### src/rtl/basic_shift_select_pkg.sv
// Shared constants, mode encoding and count-width helper for basic_shift_select.
package basic_shift_select_pkg;

  localparam int unsigned DEFAULT_WIDTH = 4;
  localparam int unsigned DEFAULT_DEPTH = 2;
  localparam int unsigned DEFAULT_INIT  = 0;

  typedef enum logic {
    SHIFT  = 1'b0,
    RECIRC = 1'b1
  } mode_e;

  // Bits needed to hold a fill count from 0 up to and including depth.
  function automatic int unsigned count_width(input int unsigned depth);
    return (depth + 1 <= 2) ? 1 : $clog2(depth + 1);
  endfunction

endpackage

### src/rtl/shift_select_stage.sv
// One chain stage: WIDTH-bit register with sync reset, enable and a
// previous-stage / feedback input mux.
module shift_select_stage
  import basic_shift_select_pkg::*;
#(
  parameter int unsigned      WIDTH = DEFAULT_WIDTH,
  parameter logic [WIDTH-1:0] INIT  = WIDTH'(DEFAULT_INIT)
) (
  input  logic             real_clk,
  input  logic             reset,
  input  logic             en,
  input  logic             sel,
  input  logic [WIDTH-1:0] d_prev,
  input  logic [WIDTH-1:0] d_fb,
  output logic [WIDTH-1:0] q
);

  logic [WIDTH-1:0] d;

  always_comb begin
    d = d_prev;
    if (sel == RECIRC) d = d_fb;
  end

  always_ff @(posedge real_clk) begin
    if (reset)   q <= INIT;
    else if (en) q <= d;
  end

endmodule

### src/rtl/basic_shift_select.sv
// DEPTH-stage delay line with shift/recirculate select, saturating fill count
// and O0/O1 tail/bypass swap. Define BASIC_SHIFT_SELECT_ROTATE_EN for rotate on S=1.
module basic_shift_select
  import basic_shift_select_pkg::*;
#(
  parameter int unsigned      WIDTH = DEFAULT_WIDTH,
  parameter int unsigned      DEPTH = DEFAULT_DEPTH,
  parameter logic [WIDTH-1:0] INIT  = WIDTH'(DEFAULT_INIT)
) (
  input  logic                            CLK,
  input  logic                            RESET,
  input  logic [WIDTH-1:0]                I,
  input  logic                            S,
  input  logic                            EN,
  output logic [WIDTH-1:0]                O0,
  output logic [WIDTH-1:0]                O1,
  output logic [WIDTH*DEPTH-1:0]          TAP,
  output logic [count_width(DEPTH)-1:0]   COUNT,
  output logic                            FULL
);

  localparam int unsigned     CW   = count_width(DEPTH);
  localparam logic [CW-1:0]   CMAX = CW'(DEPTH);

  logic [WIDTH-1:0] r [DEPTH];
  logic [WIDTH-1:0] tail;
  logic             stage_en;
  logic [CW-1:0]    count_q;

  assign tail = r[DEPTH-1];

`ifdef BASIC_SHIFT_SELECT_ROTATE_EN
  assign stage_en = EN;
`else
  // Hold build: recirculate means freeze, so gate the stage enables instead.
  assign stage_en = EN && (S == SHIFT);
`endif

  for (genvar k = 0; k < DEPTH; k++) begin : g_stage
    logic [WIDTH-1:0] d_prev;
    logic [WIDTH-1:0] d_fb;

    // Only stage 0 has a distinct feedback leg; later stages always take r[k-1].
    if (k == 0) begin : g_head
      assign d_prev = I;
      assign d_fb   = tail;
    end else begin : g_body
      assign d_prev = r[k-1];
      assign d_fb   = r[k-1];
    end

    shift_select_stage #(
      .WIDTH (WIDTH),
      .INIT  (INIT)
    ) u_stage (
      .real_clk (CLK),
      .reset    (RESET),
      .en       (stage_en),
      .sel      (S),
      .d_prev   (d_prev),
      .d_fb     (d_fb),
      .q        (r[k])
    );
  end

  always_ff @(posedge CLK) begin
    if (RESET) begin
      count_q <= '0;
    end else if (EN && (S == SHIFT) && (count_q != CMAX)) begin
      count_q <= count_q + CW'(1);
    end
  end

  always_comb begin
    O0 = tail;
    O1 = I;
    if (S == RECIRC) begin
      O0 = I;
      O1 = tail;
    end
  end

  always_comb begin
    TAP = '0;
    for (int unsigned k = 0; k < DEPTH; k++) begin
      TAP[k*WIDTH +: WIDTH] = r[k];
    end
  end

  assign COUNT = count_q;
  assign FULL  = (count_q == CMAX);

endmodule

### config.mk
export PLATFORM = sky130hd
export DESIGN_NAME = basic_shift_select
export DESIGN_NICKNAME = d
export VERILOG_FILES = /design/src/rtl/basic_shift_select_pkg.sv /design/src/rtl/shift_select_stage.sv /design/src/rtl/basic_shift_select.sv
export SDC_FILE = /design/constraint.sdc
export NUM_CORES = 1
export LEC_CHECK = 0
export ABC_AREA = 1
export CORE_MARGIN = 1.5
export CORE_UTILIZATION = 33
export DETAILED_ROUTE_END_ITERATION = 10
export GPL_ROUTABILITY_DRIVEN = 0
export HOLD_SLACK_MARGIN = 0.1
export PLACE_DENSITY = 0.79
export SETUP_SLACK_MARGIN = 0.2
export SLEW_MARGIN = 5
export SYNTH_ARGS = -nofsm -noshare
export SYNTH_HDL_FRONTEND = slang
export SYNTH_SLANG_ARGS = --single-unit
### constraint.sdc
create_clock -name CLK -period 2.2 [get_ports CLK]
set_input_delay 0.44 -clock CLK [delete_from_list [all_inputs] [get_ports CLK]]
set_output_delay 0.44 -clock CLK [all_outputs]
set_load 0.05 [all_outputs]
==> metrics.yaml, run 1 <==
min_from: "g_stage[0].u_stage.q[2]$_SDFFE_PP0P_"
yosysTopAreaCell: "dfxtp_1"
drive_gt1_frac: 0.167
path_delay_family: "buffers and inverters"
synth_top_family_by_area: "simple AND/OR/NAND/NOR gates"
synthMuxAreaShare: 0
cts_setup_buffers: 0
vias: 555
fmaxAchievable_mhz: 529
netlist_area_um2: 519
hpwl_um: 967
firstDrtPassIters: 4
rrSetupSlack_ns: 1.10
ys_types: 16
fin_crit_ns: 1.89
synthTopCellsByArea: "dfxtp_1 (39%), nor2_1 (12%), nand2_1 (8.7%)"
regToRegStartpoint: "COUNT[0]$_SDFFE_PP0P_"
grt_pass1_wl_um: 2000
grtUsageTotal: 0.146
critPathSlowestCell: "clkdlybuf4s50_1"
diodes: 0
synthXorXnorAreaFrac: 0
cp_num_buf_inv: 1
power_density_mw_per_mm2: 644
io_buffers: 26
drt_wl_total_um: 1270
holdPathEnd: "g_stage[0].u_stage.q[2]$_SDFFE_PP0P_"
rsz0062_at_grt: "false"
rr_worst_depth: 7
cpPeakStageDelay_ns: 0.82
worst-setup-path-type: "reg -> out"
start_util: 0.349
crit_chain: "clkdlybuf4s50_1"
crit_start: "COUNT[0]$_SDFFE_PP0P_"
clk_latency_ns: 0.26
syn_to_final_growth_pct: 68.2
yosysTopAreaCellShare: 0.386
num_io_pins: 27
ys_seq_area_frac: 0.386
status: "complete, no violations"
die_h_um: 42.7
cts_buffers: 3
ys_ff_latch: 10
ant_nets: 0
period_share: 0.858
cts_root_buf: "clkbuf_4"
antenna_found_initial: 0
end_kind: "primary output"
synth_adder_area_share: 0.0241
syn_nets: 84
r2r-end: "COUNT[1]$_SDFFE_PP0P_"
nNetsFinal: 113
grt_pass1_vias: 511
synthFlopType: "dfxtp_1"
critical_path_required_ns: 1.76
syn_area_per_cell_um2: 6.92
hold_viol_final: 0
grt_start_max_net_pins: 13
viasPerCell: 4.70
p_leak_uw: 0.000377
totalPowerFinal_uw: 562
synthArstFlopShare: 0
die-width_um: 42.7
fin_skew_ns: 0.00686
clk_pin_slew_ns: 0.07
max_cap_viol_count: 0
holdPathStages: 2
synth_commonest_cells: "nor2_1 (16), nand2_1 (12), dfxtp_1 (10)"
drcViolationCount: 0
clock_tree.buffer_depth: 2
overflow: 0
h-tree-depth: 1
tritoncts: "done"
start_kind: "register"
arrival_ns: 1.45
avgRoutedWirePerCell_um: 10.7
synth_most_common_cell: "nor2_1"
yosys_warnings: 0
ir_drop_mv: 0.330
fp-row-count: 14
drt_iter0_markers: 13
synth_cells: 75
synth_compound_area_frac: 0.154
dieArea_mm2: 0.00182
hp-class: "reg -> reg"
tns_ns: 0
slew_viol_final: 0
cts.sink_count: 10
yosys.area_share.simple: 0.282
crit_fanout: 3
core_mm2: 0.00149
synth_edf_count: 0
setup_viol: 0
tightest_slew_ns: 0.505
slew_headroom: 0.663
## layer usage
metal,wire length [µm],part of all wire,vias to the layer above,global-route usage
li1,-,-,293,-
met1,535,0.42,242,0.176
met2,649,0.51,18,0.245
met3,68,0.054,2,0.0255
met4,14,0.011,0,0.0750
met5,0,0,-,0
## layout make-up
type / instances / area [µm²]
clock buffer: 3 / 22.5
fill: 135 / 616
inverter: 12 / 53.8
multi-input combinational: 51 / 239
sequential: 10 / 200
tap: 16 / 20.0
timing repair buffer: 26 / 338
## power breakdown
part	internal (µW)	total [µW]	switching [µW]
Clock	63.1	126	62.7
Sequential	193	202	8.36
Combinational	90.9	235	144
Total	347	562	215
## through the flow
step                      area [µm²]  std cells  utilization  setup WS, ns  hold WS [ns]
after floorplan                  519         75            -         0.283         0.604
after global placement           853        115        0.573         0.117         0.485
after detailed placement         853        115        0.573         0.101         0.491
after CTS                        873        118        0.587         0.310         0.497
after global routing             873        118        0.587         0.277         0.524
final                            873        118        0.587         0.311         0.498
## registers in the layout, summed over array words and instances (netlist names)
name / cells
g_stage.u_stage.q: 8
COUNT: 2
## what timing repair did
| item | 4_1_cts | 5_1_grt |
|---|---|---|
| setup endpoints to repair | 9 | 0 |
| hold buffers | 0 | 0 |
| gates resized for setup | 2 | 0 |
## cell usage in the layout (no fill, tap or decap)
cell type and n:
buf_12 8, clkbuf_4 3, clkdlybuf4s50_1 16, clkinv_2 1
dfxtp_1 10, dlygate4sd2_1 2, ha_1 1, inv_1 9
inv_4 1, inv_6 1, nand2_1 12, nand2_4 1
nand3_1 1, nand4_1 2, nor2_1 16, nor2_2 2
o21ai_0 8, o21ai_1 8
## cell families after synthesis
kind of cell | after synthesis
flops | 10
buf+inv | 14
simple gates | 34
fa+ha+maj | 1
compound gates | 16
## tightest hold or removal path: cells and delay by family (launching register included)
family | cells | cell delay, ns
and+or+nand+nor | 2 | 0.14
DFF | 1 | 0.31
## how the worst max path moves through the flow
stage               end  cells after the start
5_1_grt          TAP[1]                      1
3_3_place_gp      O1[2]                      4
4_1_cts        COUNT[0]                      1
6_report       COUNT[0]                      1
2_1_floorplan     O1[0]                      2
3_5_place_dp      O1[0]                      4
(Power assumes the default switching activity.)
==> run 2, diff against run 1 <==
PLACE_DENSITY = 0.72   (was 0.79)
clock period = 1.5 ns   (was 2.2 ns; I/O delays follow)
==> metrics.yaml, run 2 (synthesis gave the netlist of run 1 again) <==
drt_wl_total_um: 1440  # +14%
hold_buffers: 0  # unchanged
grt_start_max_net_pins: 11  # -2
tightest_slew_ns: 0.192  # -0.313 ns
clock_tree.buffer_depth: 2  # unchanged
antenna_found_initial: 0  # unchanged
setup_viol: 0  # unchanged
status: "complete, no violations"
grt_pass1_wl_um: 2370  # +18%
cts_root_buf: "clkbuf_4"
fp-row-count: 14  # unchanged
fin_crit_ns: 1.26
holdPathEnd: "g_stage[0].u_stage.q[3]$_SDFFE_PP0P_"
rr_worst_depth: 7  # unchanged
dieArea_mm2: 0.00182  # unchanged
drt_iter0_markers: 9  # -4
rrSetupSlack_ns: 0.50  # -0.60 ns
num_io_pins: 27  # unchanged
nNetsFinal: 121  # +7.1%
core_mm2: 0.00149  # unchanged
seqCellArea_um2: 215  # +7.5%
regToRegStartpoint: "COUNT[0]$_SDFFE_PP0P_"
diodes: 0  # unchanged
fillCellCount: 88  # -35%
dr_wl_met3_um: 69  # +1.5%
fin_skew_ns: 0.00133  # -0.00553 ns
cts.sink_count: 10  # unchanged
viasPerCell: 4.79  # +1.8%
ir_drop_mv: 0.682  # +110%
grtUsageTotal: 0.177  # +0.0310
clk_pin_slew_ns: 0.06  # about the same
tns_ns: 0  # unchanged
min_from: "I[3]"
overflow: 0  # unchanged
tritoncts: "done"
vias: 603  # +8.6%
clk_latency_ns: 0.26  # about the same
drive_gt1_frac: 0.555  # +0.388
h-tree-depth: 1  # unchanged
crit_fanout: 9  # +6
grt_pass1_vias: 581  # +14%
fmaxAchievable_mhz: 793
hold_viol_final: 0  # unchanged
holdPathStages: 3  # +1
largest_reg_flops: 8  # unchanged
slew_viol_final: 0  # unchanged
maxUsedRoutingLayer: "met4"
hpwl_um: 1160  # +20%
worst-setup-path-type: "in -> out"
p_leak_uw: 0.000512  # +36%
die-width_um: 42.7  # unchanged
firstDrtPassIters: 5  # +1
final_cell_mix: "buf_12 (20), nor2_1 (16), o21ai_4 (8), nand2_1 (8), o21ai_0 (8)"
drcViolationCount: 0  # unchanged
wl_met2_um: 759  # +17%
max_cap_viol_count: 0  # unchanged
cts_buffers: 3  # unchanged
ant_nets: 0  # unchanged
io_buffers: 26  # unchanged
layout_commonest_cell: "buf_12"
start_kind: "input port"
power_density_mw_per_mm2: 785  # +22%
critical_path_required_ns: 1.20  # -0.56 ns
start_util: 0.349  # unchanged
met1_length_um: 559  # +4.5%
arrival_ns: 0.96  # -0.49 ns
die_h_um: 42.7  # unchanged
hp-class: "in -> reg"
final_cells: 126  # +6.8%
rsz0062_at_grt: "false"
syn_to_final_growth_pct: 132
top_register: "g_stage.u_stage.q"
avgRoutedWirePerCell_um: 11.4  # +6.5%
period_share: 0.841
r2r-end: "COUNT[1]$_SDFFE_PP0P_"
multi_input_area_um2: 352  # +47%
end_kind: "primary output"
dp_cells: 117  # +1.7%
slew_headroom: 0.871  # +0.208
==> run 2: changes by cell type in the layout (fill, tap and decap cells not counted), sizes merged <==
cell / delta
clkdlybuf4s50: -14
dlygate4sd2: +2
buf: +20
==> run 2: metrics by stage <==
stage	utilization	hold WS, ns	setup WS [ns]	power, µW	cell area [µm²]
6_report	0.808	0.530	0.239	944	1200
3_5_place_dp	0.739	0.514	-0.173	754	1100
4_1_cts	0.807	0.509	0.210	950	1200
2_1_floorplan	-	0.464	0.200	548	629
5_1_grt	0.808	0.554	0.207	982	1200
3_3_place_gp	0.739	0.503	-0.157	744	1100
==> run 2: power breakdown <==
group	internal, µW	switching, µW	total, µW
Clock	92.4	84.8	177
Sequential	283	17.8	301
Combinational	216	250	466
Total	592	353	944
==> run 2: layout make-up <==
type | count | area share
repair buffers | 34 | 0.443
inverters | 12 | 0.0509
clock buffers | 3 | 0.0187
flip-flops and latches | 10 | 0.179
multi-input cells | 51 | 0.292
well taps | 16 | 0.0166
==> run 2: worst max-delay path by stage <==
stage	startpoint	end	slack [ns]	cells after the start
3_5_place_dp	S	O1[2]	-0.17	6
3_3_place_gp	S	O1[1]	-0.16	6
5_1_grt	S	O1[2]	0.21	6
2_1_floorplan	g_stage[1].u_stage.q[0]$_SDFFE_PP0P_	O1[0]	0.20	2
4_1_cts	S	O1[3]	0.21	6
6_report	S	O1[2]	0.24	6
==> run 2: routing by layer <==
metal | GRT usage | vias to the layer above
li1 | - | 305
met1 | 0.190 | 270
met2 | 0.309 | 22
met3 | 0.0255 | 6
met4 | 0.131 | 0
met5 | 0 | -
==> run 2: worst max-delay path, cell delays in order <==
cell and delay, ns:
buf_2 0.14, buf_12 0.14, inv_12 0.09, nand2_2 0.07, o21ai_4 0.07, buf_12 0.15
==> run 2: what timing repair did <==
action,CTS,global route
endpoints found under the hold margin,0,0
setup endpoints to repair,17,6
buffers inserted,5,0
resized for setup,21,2
pin swaps,5,4
cloned,1,0
